## src/rtl/as65_riot.sv

```systemverilog
// -----------------------------------------------------------------------------
// as65_riot
//
// Memory-mapped I/O peripheral for the as65x CPU bus. It provides:
//   - two 8-bit bidirectional ports (A and B), each with an output register
//     and a data-direction register,
//   - an 8-bit interval timer with a 1/8/64/1024 prescale that free-runs at
//     clock rate after its first underflow,
//   - a PA7 edge detector with selectable polarity,
//   - an active-low IRQ combining the timer flag and the edge flag.
// The block completes one bus transaction per clk_i cycle. Reads are purely
// combinational and have no side effects. Writes commit on the rising edge.
//
// Register map (a_i):
//   0 ORA / port A data   1 DDRA     2 ORB / port B data   3 DDRB
//   4 TIMER (read-only)   5 IFR {TF,EF} (write-1-to-clear)
//   6 IER {TE,EE}         7 EDGE {POL}
//   8-B read TIMER, writes ignored
//   C-F read TIMER, write loads TIMER with prescale 1/8/64/1024
//
// Ports:
//   clk_i    bus clock, all state changes on its rising edge
//   rst_i    asynchronous active-high reset
//   cs_i     chip select for the current bus cycle
//   rwn_i    1 = read, 0 = write
//   a_i      register address
//   d_i      write data
//   d_o      read data (combinational)
//   d_oe     read-data drive enable (cs_i & rwn_i)
//   pa_i     port A pad inputs (asynchronous, synchronised here)
//   pa_o     port A output register
//   pa_oe    port A output enables (DDRA)
//   pb_i     port B pad inputs (asynchronous, synchronised here)
//   pb_o     port B output register
//   pb_oe    port B output enables (DDRB)
//   irq_n_o  active-low interrupt request
// -----------------------------------------------------------------------------
module as65_riot (
   input  logic       clk_i,
   input  logic       rst_i,
   input  logic       cs_i,
   input  logic       rwn_i,
   input  logic [3:0] a_i,
   input  logic [7:0] d_i,
   output logic [7:0] d_o,
   output logic       d_oe,
   input  logic [7:0] pa_i,
   output logic [7:0] pa_o,
   output logic [7:0] pa_oe,
   input  logic [7:0] pb_i,
   output logic [7:0] pb_o,
   output logic [7:0] pb_oe,
   output logic       irq_n_o
);

   // Prescale selection; the encoding matches a_i[1:0] of a timer load.
   typedef enum logic [1:0] {
      PS_1    = 2'd0,
      PS_8    = 2'd1,
      PS_64   = 2'd2,
      PS_1024 = 2'd3
   } presc_e;

   localparam logic [3:0] A_ORA  = 4'h0;
   localparam logic [3:0] A_DDRA = 4'h1;
   localparam logic [3:0] A_ORB  = 4'h2;
   localparam logic [3:0] A_DDRB = 4'h3;
   localparam logic [3:0] A_TMR  = 4'h4;
   localparam logic [3:0] A_IFR  = 4'h5;
   localparam logic [3:0] A_IER  = 4'h6;
   localparam logic [3:0] A_EDGE = 4'h7;

   // ---------------------------------------------------------------------
   // State
   // ---------------------------------------------------------------------
   logic [7:0] ora_q,   ora_d;
   logic [7:0] ddra_q,  ddra_d;
   logic [7:0] orb_q,   orb_d;
   logic [7:0] ddrb_q,  ddrb_d;

   logic [7:0] timer_q, timer_d;
   logic [9:0] pc_q,    pc_d;
   presc_e     presc_q, presc_d;
   logic       run_q,   run_d;

   logic       tf_q,    tf_d;
   logic       ef_q,    ef_d;
   logic       te_q,    te_d;
   logic       ee_q,    ee_d;
   logic       pol_q,   pol_d;

   // Pad synchronisers: *_m_q is the metastability stage, *_s_q is usable.
   logic [7:0] pa_m_q, pa_s_q;
   logic [7:0] pb_m_q, pb_s_q;
   logic       pa7_d_q;

   // ---------------------------------------------------------------------
   // Decode and helpers
   // ---------------------------------------------------------------------
   logic       wr_en;
   logic       timer_load;
   logic [9:0] pc_last;
   logic       pc_wrap;
   logic       pa7_rise;
   logic       pa7_fall;
   logic       edge_hit;

   assign wr_en      = cs_i & ~rwn_i;
   assign timer_load = wr_en & (a_i[3:2] == 2'b11);

   // Terminal prescale count for the active N.
   always_comb begin
      pc_last = 10'd1023;
      case (presc_q)
         PS_1:    pc_last = 10'd0;
         PS_8:    pc_last = 10'd7;
         PS_64:   pc_last = 10'd63;
         PS_1024: pc_last = 10'd1023;
         default: pc_last = 10'd1023;
      endcase
   end

   assign pc_wrap = run_q & (pc_q == pc_last);

   // pa7_d_q holds the previous synchronised PA7, so the pair spans one edge.
   assign pa7_rise = pa_s_q[7] & ~pa7_d_q;
   assign pa7_fall = ~pa_s_q[7] & pa7_d_q;
   assign edge_hit = pol_q ? pa7_rise : pa7_fall;

   // ---------------------------------------------------------------------
   // Next-state logic. Statement order encodes same-edge priority:
   // W1C clears first, flag sets override them, and a timer load
   // overrides everything the running timer would have done.
   // ---------------------------------------------------------------------
   always_comb begin
      // NOTE: every next-state signal is defaulted to its current value up
      // front, so no branch can leave it unassigned and infer a latch.
      ora_d   = ora_q;
      ddra_d  = ddra_q;
      orb_d   = orb_q;
      ddrb_d  = ddrb_q;
      timer_d = timer_q;
      pc_d    = pc_q;
      presc_d = presc_q;
      run_d   = run_q;
      tf_d    = tf_q;
      ef_d    = ef_q;
      te_d    = te_q;
      ee_d    = ee_q;
      pol_d   = pol_q;

      if (wr_en) begin
         case (a_i)
            A_ORA:  ora_d  = d_i;
            A_DDRA: ddra_d = d_i;
            A_ORB:  orb_d  = d_i;
            A_DDRB: ddrb_d = d_i;
            A_IFR: begin
               if (d_i[7]) tf_d = 1'b0;
               if (d_i[6]) ef_d = 1'b0;
            end
            A_IER: begin
               te_d = d_i[7];
               ee_d = d_i[6];
            end
            A_EDGE: pol_d = d_i[0];
            default: ;
         endcase
      end

      if (run_q) begin
         if (pc_wrap) begin
            pc_d = 10'd0;
            if (timer_q == 8'h00) begin
               // Underflow: wrap and switch to clock-rate counting.
               timer_d = 8'hFF;
               tf_d    = 1'b1;
               presc_d = PS_1;
            end else begin
               timer_d = timer_q - 8'd1;
            end
         end else begin
            pc_d = pc_q + 10'd1;
         end
      end

      if (edge_hit) ef_d = 1'b1;

      if (timer_load) begin
         timer_d = d_i;
         pc_d    = 10'd0;
         presc_d = presc_e'(a_i[1:0]);
         run_d   = 1'b1;
         tf_d    = 1'b0;
      end
   end

   // ---------------------------------------------------------------------
   // Registers
   // ---------------------------------------------------------------------
   // NOTE: sequential state uses non-blocking assignments so every flop
   // samples the pre-edge value of every other flop, independent of order.
   always_ff @(posedge clk_i or posedge rst_i) begin
      if (rst_i) begin
         ora_q   <= 8'h00;
         ddra_q  <= 8'h00;
         orb_q   <= 8'h00;
         ddrb_q  <= 8'h00;
         timer_q <= 8'h00;
         pc_q    <= 10'd0;
         presc_q <= PS_1024;
         run_q   <= 1'b0;
         tf_q    <= 1'b0;
         ef_q    <= 1'b0;
         te_q    <= 1'b0;
         ee_q    <= 1'b0;
         pol_q   <= 1'b0;
      end else begin
         ora_q   <= ora_d;
         ddra_q  <= ddra_d;
         orb_q   <= orb_d;
         ddrb_q  <= ddrb_d;
         timer_q <= timer_d;
         pc_q    <= pc_d;
         presc_q <= presc_d;
         run_q   <= run_d;
         tf_q    <= tf_d;
         ef_q    <= ef_d;
         te_q    <= te_d;
         ee_q    <= ee_d;
         pol_q   <= pol_d;
      end
   end

   // Synchronisers are reset too, so no stale pad history can fake a PA7
   // edge right after reset is released.
   always_ff @(posedge clk_i or posedge rst_i) begin
      if (rst_i) begin
         pa_m_q  <= 8'h00;
         pa_s_q  <= 8'h00;
         pb_m_q  <= 8'h00;
         pb_s_q  <= 8'h00;
         pa7_d_q <= 1'b0;
      end else begin
         pa_m_q  <= pa_i;
         pa_s_q  <= pa_m_q;
         pb_m_q  <= pb_i;
         pb_s_q  <= pb_m_q;
         pa7_d_q <= pa_s_q[7];
      end
   end

   // ---------------------------------------------------------------------
   // Read path and outputs
   // ---------------------------------------------------------------------
   assign d_oe = cs_i & rwn_i;

   // Port data reads return the output register on output bits and the
   // synchronised pad on input bits.
   always_comb begin
      d_o = timer_q;
      case (a_i)
         A_ORA:  d_o = (ddra_q & ora_q) | (~ddra_q & pa_s_q);
         A_DDRA: d_o = ddra_q;
         A_ORB:  d_o = (ddrb_q & orb_q) | (~ddrb_q & pb_s_q);
         A_DDRB: d_o = ddrb_q;
         A_TMR:  d_o = timer_q;
         A_IFR:  d_o = {tf_q, ef_q, 6'b0};
         A_IER:  d_o = {te_q, ee_q, 6'b0};
         A_EDGE: d_o = {7'b0, pol_q};
         default: d_o = timer_q;
      endcase
   end

   assign pa_o    = ora_q;
   assign pa_oe   = ddra_q;
   assign pb_o    = orb_q;
   assign pb_oe   = ddrb_q;
   assign irq_n_o = ~((tf_q & te_q) | (ef_q & ee_q));

endmodule

```

## config.mk

```make
export PLATFORM = sky130hd
export DESIGN_NAME = as65_riot
export DESIGN_NICKNAME = d
export VERILOG_FILES = /design/src/rtl/as65_riot.sv
export SDC_FILE = /design/constraint.sdc
export NUM_CORES = 1
export LEC_CHECK = 0
export CELL_PAD_IN_SITES_DETAIL_PLACEMENT = 0
export CELL_PAD_IN_SITES_GLOBAL_PLACEMENT = 2
export CORE_MARGIN = 3
export CORE_UTILIZATION = 37
export DETAILED_ROUTE_END_ITERATION = 8
export PLACE_DENSITY = 0.89
export SYNTH_ARGS = -nofsm -noshare
export SYNTH_HDL_FRONTEND = slang
export SYNTH_SLANG_ARGS = --single-unit
```

## constraint.sdc

```tcl
create_clock -name clk_i -period 4.6 [get_ports clk_i]
set_input_delay 1.15 -clock clk_i [delete_from_list [all_inputs] [get_ports clk_i]]
set_output_delay 1.15 -clock clk_i [all_outputs]
set_load 0.02 [all_outputs]
```

======== Word level (Yosys, flattened, before mapping) ========
Index checks and enable logic that the tools add are counted.
W data, S select, Z words.
word-level totals
  register bits after elaboration ......... 91
  input port bits ......................... 32
  output and inout bits ................... 42
  word-level logic and storage cells ...... 95
operators by class
  add/subtract/negate cells ............... 2
  equal/unequal tests ..................... 11
  mux-type cells .......................... 25
  bitwise logic cells ..................... 21
  reductions and logical operators ........ 18
operators with widths
  kind                     count
  $pmux W8 S7              1
  $pmux W10 S4             1
  $and A8 B8 Y8            4
  $mux W8                  4
  $mux W10                 3
  $not A8 Y8               2
  $or A8 B8 Y8             2
  $reduce_and A2 Y1        7
  $eq A4 B3 Y1 const B     3
  $mux W1                  12
  $reduce_bool A2 Y1       6
  $add A10 B1 Y10 const B  1
  $eq A10 B10 Y1           1
  $and A1 B1 Y1            8
  $eq A4 B2 Y1 const B     2
  $logic_not A8 Y1         1
  $mux W2                  4
  $sub A8 B1 Y8 const B    1
  $eq A2 B2 Y1 const B     3
  $reduce_and A3 Y1        2
  $eq A4 B1 Y1 const B     1
  $logic_not A4 Y1         1
  $not A1 Y1               4
  $eq A2 B1 Y1 const B     1
  other kinds (2)          2

======== Longest topological paths before layout ========
Gate-level depths: netlist (run 1).
  depth in word-level cells ............... 7
  gate-level depth with buffers ........... 7
  mapped depth without buffers ............ 6

======== Worst setup path after synthesis (run 1) ========
No wires, ideal clock.
  path type ............................... input to output
  start point ............................. input port a_i[1]
  end point ............................... output port d_o[3]
  arrival ................................. 2554 ps
  required time ........................... 3450 ps
  slack ................................... 896 ps
  stages .................................. 7
  buffers on the path ..................... 2
  cell sequence ........................... buf_2 > nor2_1 > or2_2 > clkbuf_1 > a21o_1 > a222oi_1 > a31oi_1
between the ends
  cells in the longest elaborated chain, start to end .. 2
  elaborated cells on any way between the ends .. 8
  classes of those cells .................. 6 x eq/ne; 1 x mux; 1 x reduce/logical
RTL lines
  what                                        line  RTL
  from (decl)                                 43    input logic [3:0] a_i,
  $eq A4 B3 Y1, or another cell as far along  262   case (a_i)
  $pmux W8 S7 (*)                             262
  to (decl)                                   45    output logic [7:0] d_o,
Every way passes the cells marked *; elsewhere a longest branch is shown, timed or not.

======== Worst setup path in the final report (run 1) ========
  start point ............................. input port a_i[0]
  end point ............................... output port d_o[5]
The elaborated chain is that of the path after synthesis.

==> results of run 1 <==
[power by group through the flow]
stage	Clock, mW	Combinational (mW)	Sequential, mW
after floorplan	0	0.355	1.11
after global placement	0	0.669	1.08
after detailed placement	0	0.677	1.08
after CTS	0.534	0.681	1.06
after global routing	0.567	0.741	1.08
final	0.519	0.672	1.06
[registers in the layout (all words and copies together), names as in the netlist, 2 cells and up]
register and cells:
pc_q 10, pa_m_q 8, pa_o 8, pa_oe 8, pa_s_q 8, pb_m_q 8
pb_o 8, pb_oe 8, pb_s_q 8, timer_q 8, presc_q 2
[stage by stage]
step                TNS (ns)  util [%]  total power, mW  std cells  area [um2]
finish                     0      49.6             2.25        575        5190
global route               0      49.6             2.39        575        5190
CTS                        0      49.5             2.28        575        5180
detailed placement  -0.00980      47.8             1.75        559        5000
global placement           0      47.8             1.74        559        5000
floorplan                  0         -             1.46        349        4040
[worst max path at each step]
stage                   to  slack [ns]  depth (start not counted)
global route        d_o[6]      0.0002                          7
floorplan           d_o[3]        0.90                          7
finish              d_o[5]        0.08                          7
global placement    d_o[0]        0.08                          7
CTS                 d_o[4]        0.03                          7
detailed placement  d_o[4]       -0.01                          7
[cells in the final DEF, fill, tap and decap left out, drive strengths merged, types with 6 or more instances in the layout]
master         netlist  final
dfrtp               89     89
clkdlybuf4s50        0     71
mux2                37     37
nor2                29     29
nand2               28     28
buf                  4     17
o21ai               13     13
clkbuf              12     10
nor2b                9      9
a21oi                9      9
nand3                7      7
nand4                7      7
nor3                 6      6
o2111ai              6      6
and3                 6      6
inv                  5      6
[what timing repair did]
action	4_1_cts	5_1_grt
resized for setup	1	2
buffers inserted	0	0
setup endpoints to repair	1	2
[layer usage]
metal / vias up / track usage, %
met5: - / 0
met1: 1527 / 24.1
li1: 1444 / -
met4: 0 / 3.69
met2: 89 / 25.8
met3: 9 / 4.00
[cell type report]
type,instances,share of cell area [%]
Clock buffer,10,2.65
Clock inverter,6,0.893
Inverter,5,0.386
Multi-Input combinational cell,237,32.2
Sequential cell,91,44.0
Tap cell,136,3.28
Timing Repair Buffer,90,16.6
[cell families (layout without fill, tap and decap cells)]
| kind of cell | count (synthesis) | after routing | share of synthesized area, % |
|---|---|---|---|
| AND/OR/NAND/NOR | 124 | 124 | 16.5 |
| flip-flops | 91 | 91 | 56.5 |
| AO/OA/AOI/OAI | 59 | 59 | 10.3 |
| multiplexers | 42 | 42 | 11.6 |
| buffers and inverters | 21 | 111 | 2.23 |
| XOR/XNOR | 9 | 9 | 1.95 |
| adder cells (fa/ha/maj) | 3 | 3 | 0.930 |
==> results.yml, run 1 <==
run_status:
  status: "finished, final reports clean"
placed_design:
  port_buffers: 73
  post-dp-hpwl_um: 7030
  gp_congestion: 0.811
  preCtsSetupSlack_ns: -0.00980
route:
  dr_wl_met2_um: 4790
  firstDrtPassIters: 4
  wl_met1_um: 4680
  routed_wirelength_um: 10100
  route.detailed.drc: 0
  wl_met3_um: 484
  drtIter0Drc: 304
  vias: 3069
  final_antenna_net_count: 0
  highest_layer: "met4"
  vias_per_cell: 5.34
  wl_per_cell_um: 17.5
critical_path:
  critPathTopFamily: "buffers and inverters"
  max_stage_delay_ns: 0.56
  required_ns: 3.45
  rr_worst_depth: 5
  crit_buf_inv: 2
  rr_endpoint: "timer_q[7]$_DFFE_PP0P_"
  cp_slowest_cell: "clkdlybuf4s50_1"
  reg2reg_slack_ns: 2.38
  critical_path.startpoint: "a_i[0]"
  worstSetupEndpointType: "output port"
  critPathKind: "in -> out"
  cp_data_arrival_time_ns: 3.37
  start_kind: "input pin"
  r2r-start: "presc_q[1]$_DFFE_PP1P_"
  path_common_cell: "clkdlybuf4s50_1"
  path_max_fanout: 7
  crit_path_cell_trace: "clkdlybuf4s50_1, nor2_1, or2_2, a21o_1, a222oi_1, a31oi_1, clkdlybuf4s50_1"
global_routing:
  grt_max_degree: 38
  grt_pass1_vias: 3052
  grt_pass1_wl_um: 16400
  grt_antenna_before_repair: 0
  grt_usage_pct: 16.7
  gr-total-overflow: 0
power:
  leakage_nw: 2.24
  swShare_pct: 34.3
  power_density_mw_per_mm2: 435
  pwr-share-seq_pct: 47.2
  clkPwrFrac_pct: 23.0
  peakVddDrop_mv: 0.180
  p_int_mw: 1.48
  pwr-share-comb_pct: 29.8
  switching_power_mw: 0.773
clock_network:
  clk_latency_ns: 0.37
  clk_path_buf_depth: 2
  cts.sinks: 91
  cts_max_level: 3
  cts_buffers: 9
  cts_tree: "done"
  cts_hold_buf: 0
  cts_root_buf: "clkbuf_8"
  clkTransAtPathRegs_ns: 0.10
yosys:
  synth_fp_nets: 384
  synthesis.area_mm2: 0.00404
  async_reset_ff_share_pct: 100
  synth_seq_area_share_pct: 56.5
  synthTopCellsByCount: "89 x dfrtp_1, 37 x mux2_2, 29 x nor2_1"
  synth_edf_count: 0
  synth_area_leaders: "dfrtp_1 55%, mux2_2 10%, nor2_1 2.7%"
  synth_top_cell_by_area: "dfrtp_1"
  ys_ff_latch: 91
  synth_warnings: 0
  post-synth-top-count-cell: "dfrtp_1"
  ys_types: 53
  synthDominantCellAreaShare_pct: 55.2
  syn_area_per_cell_um2: 11.6
  synth_ff_type: "dfrtp_1"
  syn_inst: 349
timing:
  whs_ns: 0.344
  fmax_ghz: 0.221
  fin_skew_ns: 0.00989
  final-setup-viol-count: 0
  finalCritPeriodShare_pct: 98.2
  hold_violations: 0
  slew_violations: 0
  rsz0062_at_grt: "false"
  worstMarginPinSlew_ns: 0.908
  period_minus_slack_ns: 4.52
  worst_slack_ns: 0.0847
  relSlewSlack_pct: 39.2
final_layout:
  multi_input_area_mm2: 0.00167
  area_growth_pct: 28.4
  finalNetCount: 469
  antenna_cells: 0
  seqCellArea_mm2: 0.00228
  fillers: 983
  drive_above_1_share_pct: 19.4
floorplanning:
  fp.dieW_um: 110
  die_area_mm2: 0.0122
  io_pins: 74
  start_util_pct: 38.6
  core-area_mm2: 0.0105
  fp-row-count: 37
  die_y_um: 110
min_path:
  hold_depth: 0
  min_path_type: "reg -> reg"
  hold-path-endpoint: "pb_s_q[1]$_DFF_PP0_"
  min_from: "pb_m_q[1]$_DFF_PP0_"
flow_run:
  cap_viol_max_count: 0
Power figures use the tool's default switching activity.
==> inputs of run 2 (changes only) <==
GPL_TIMING_DRIVEN = 1   (was not set)
==> results of run 2 <==
Same layout as run 1: the final DEF is identical, and so are final timing and power.
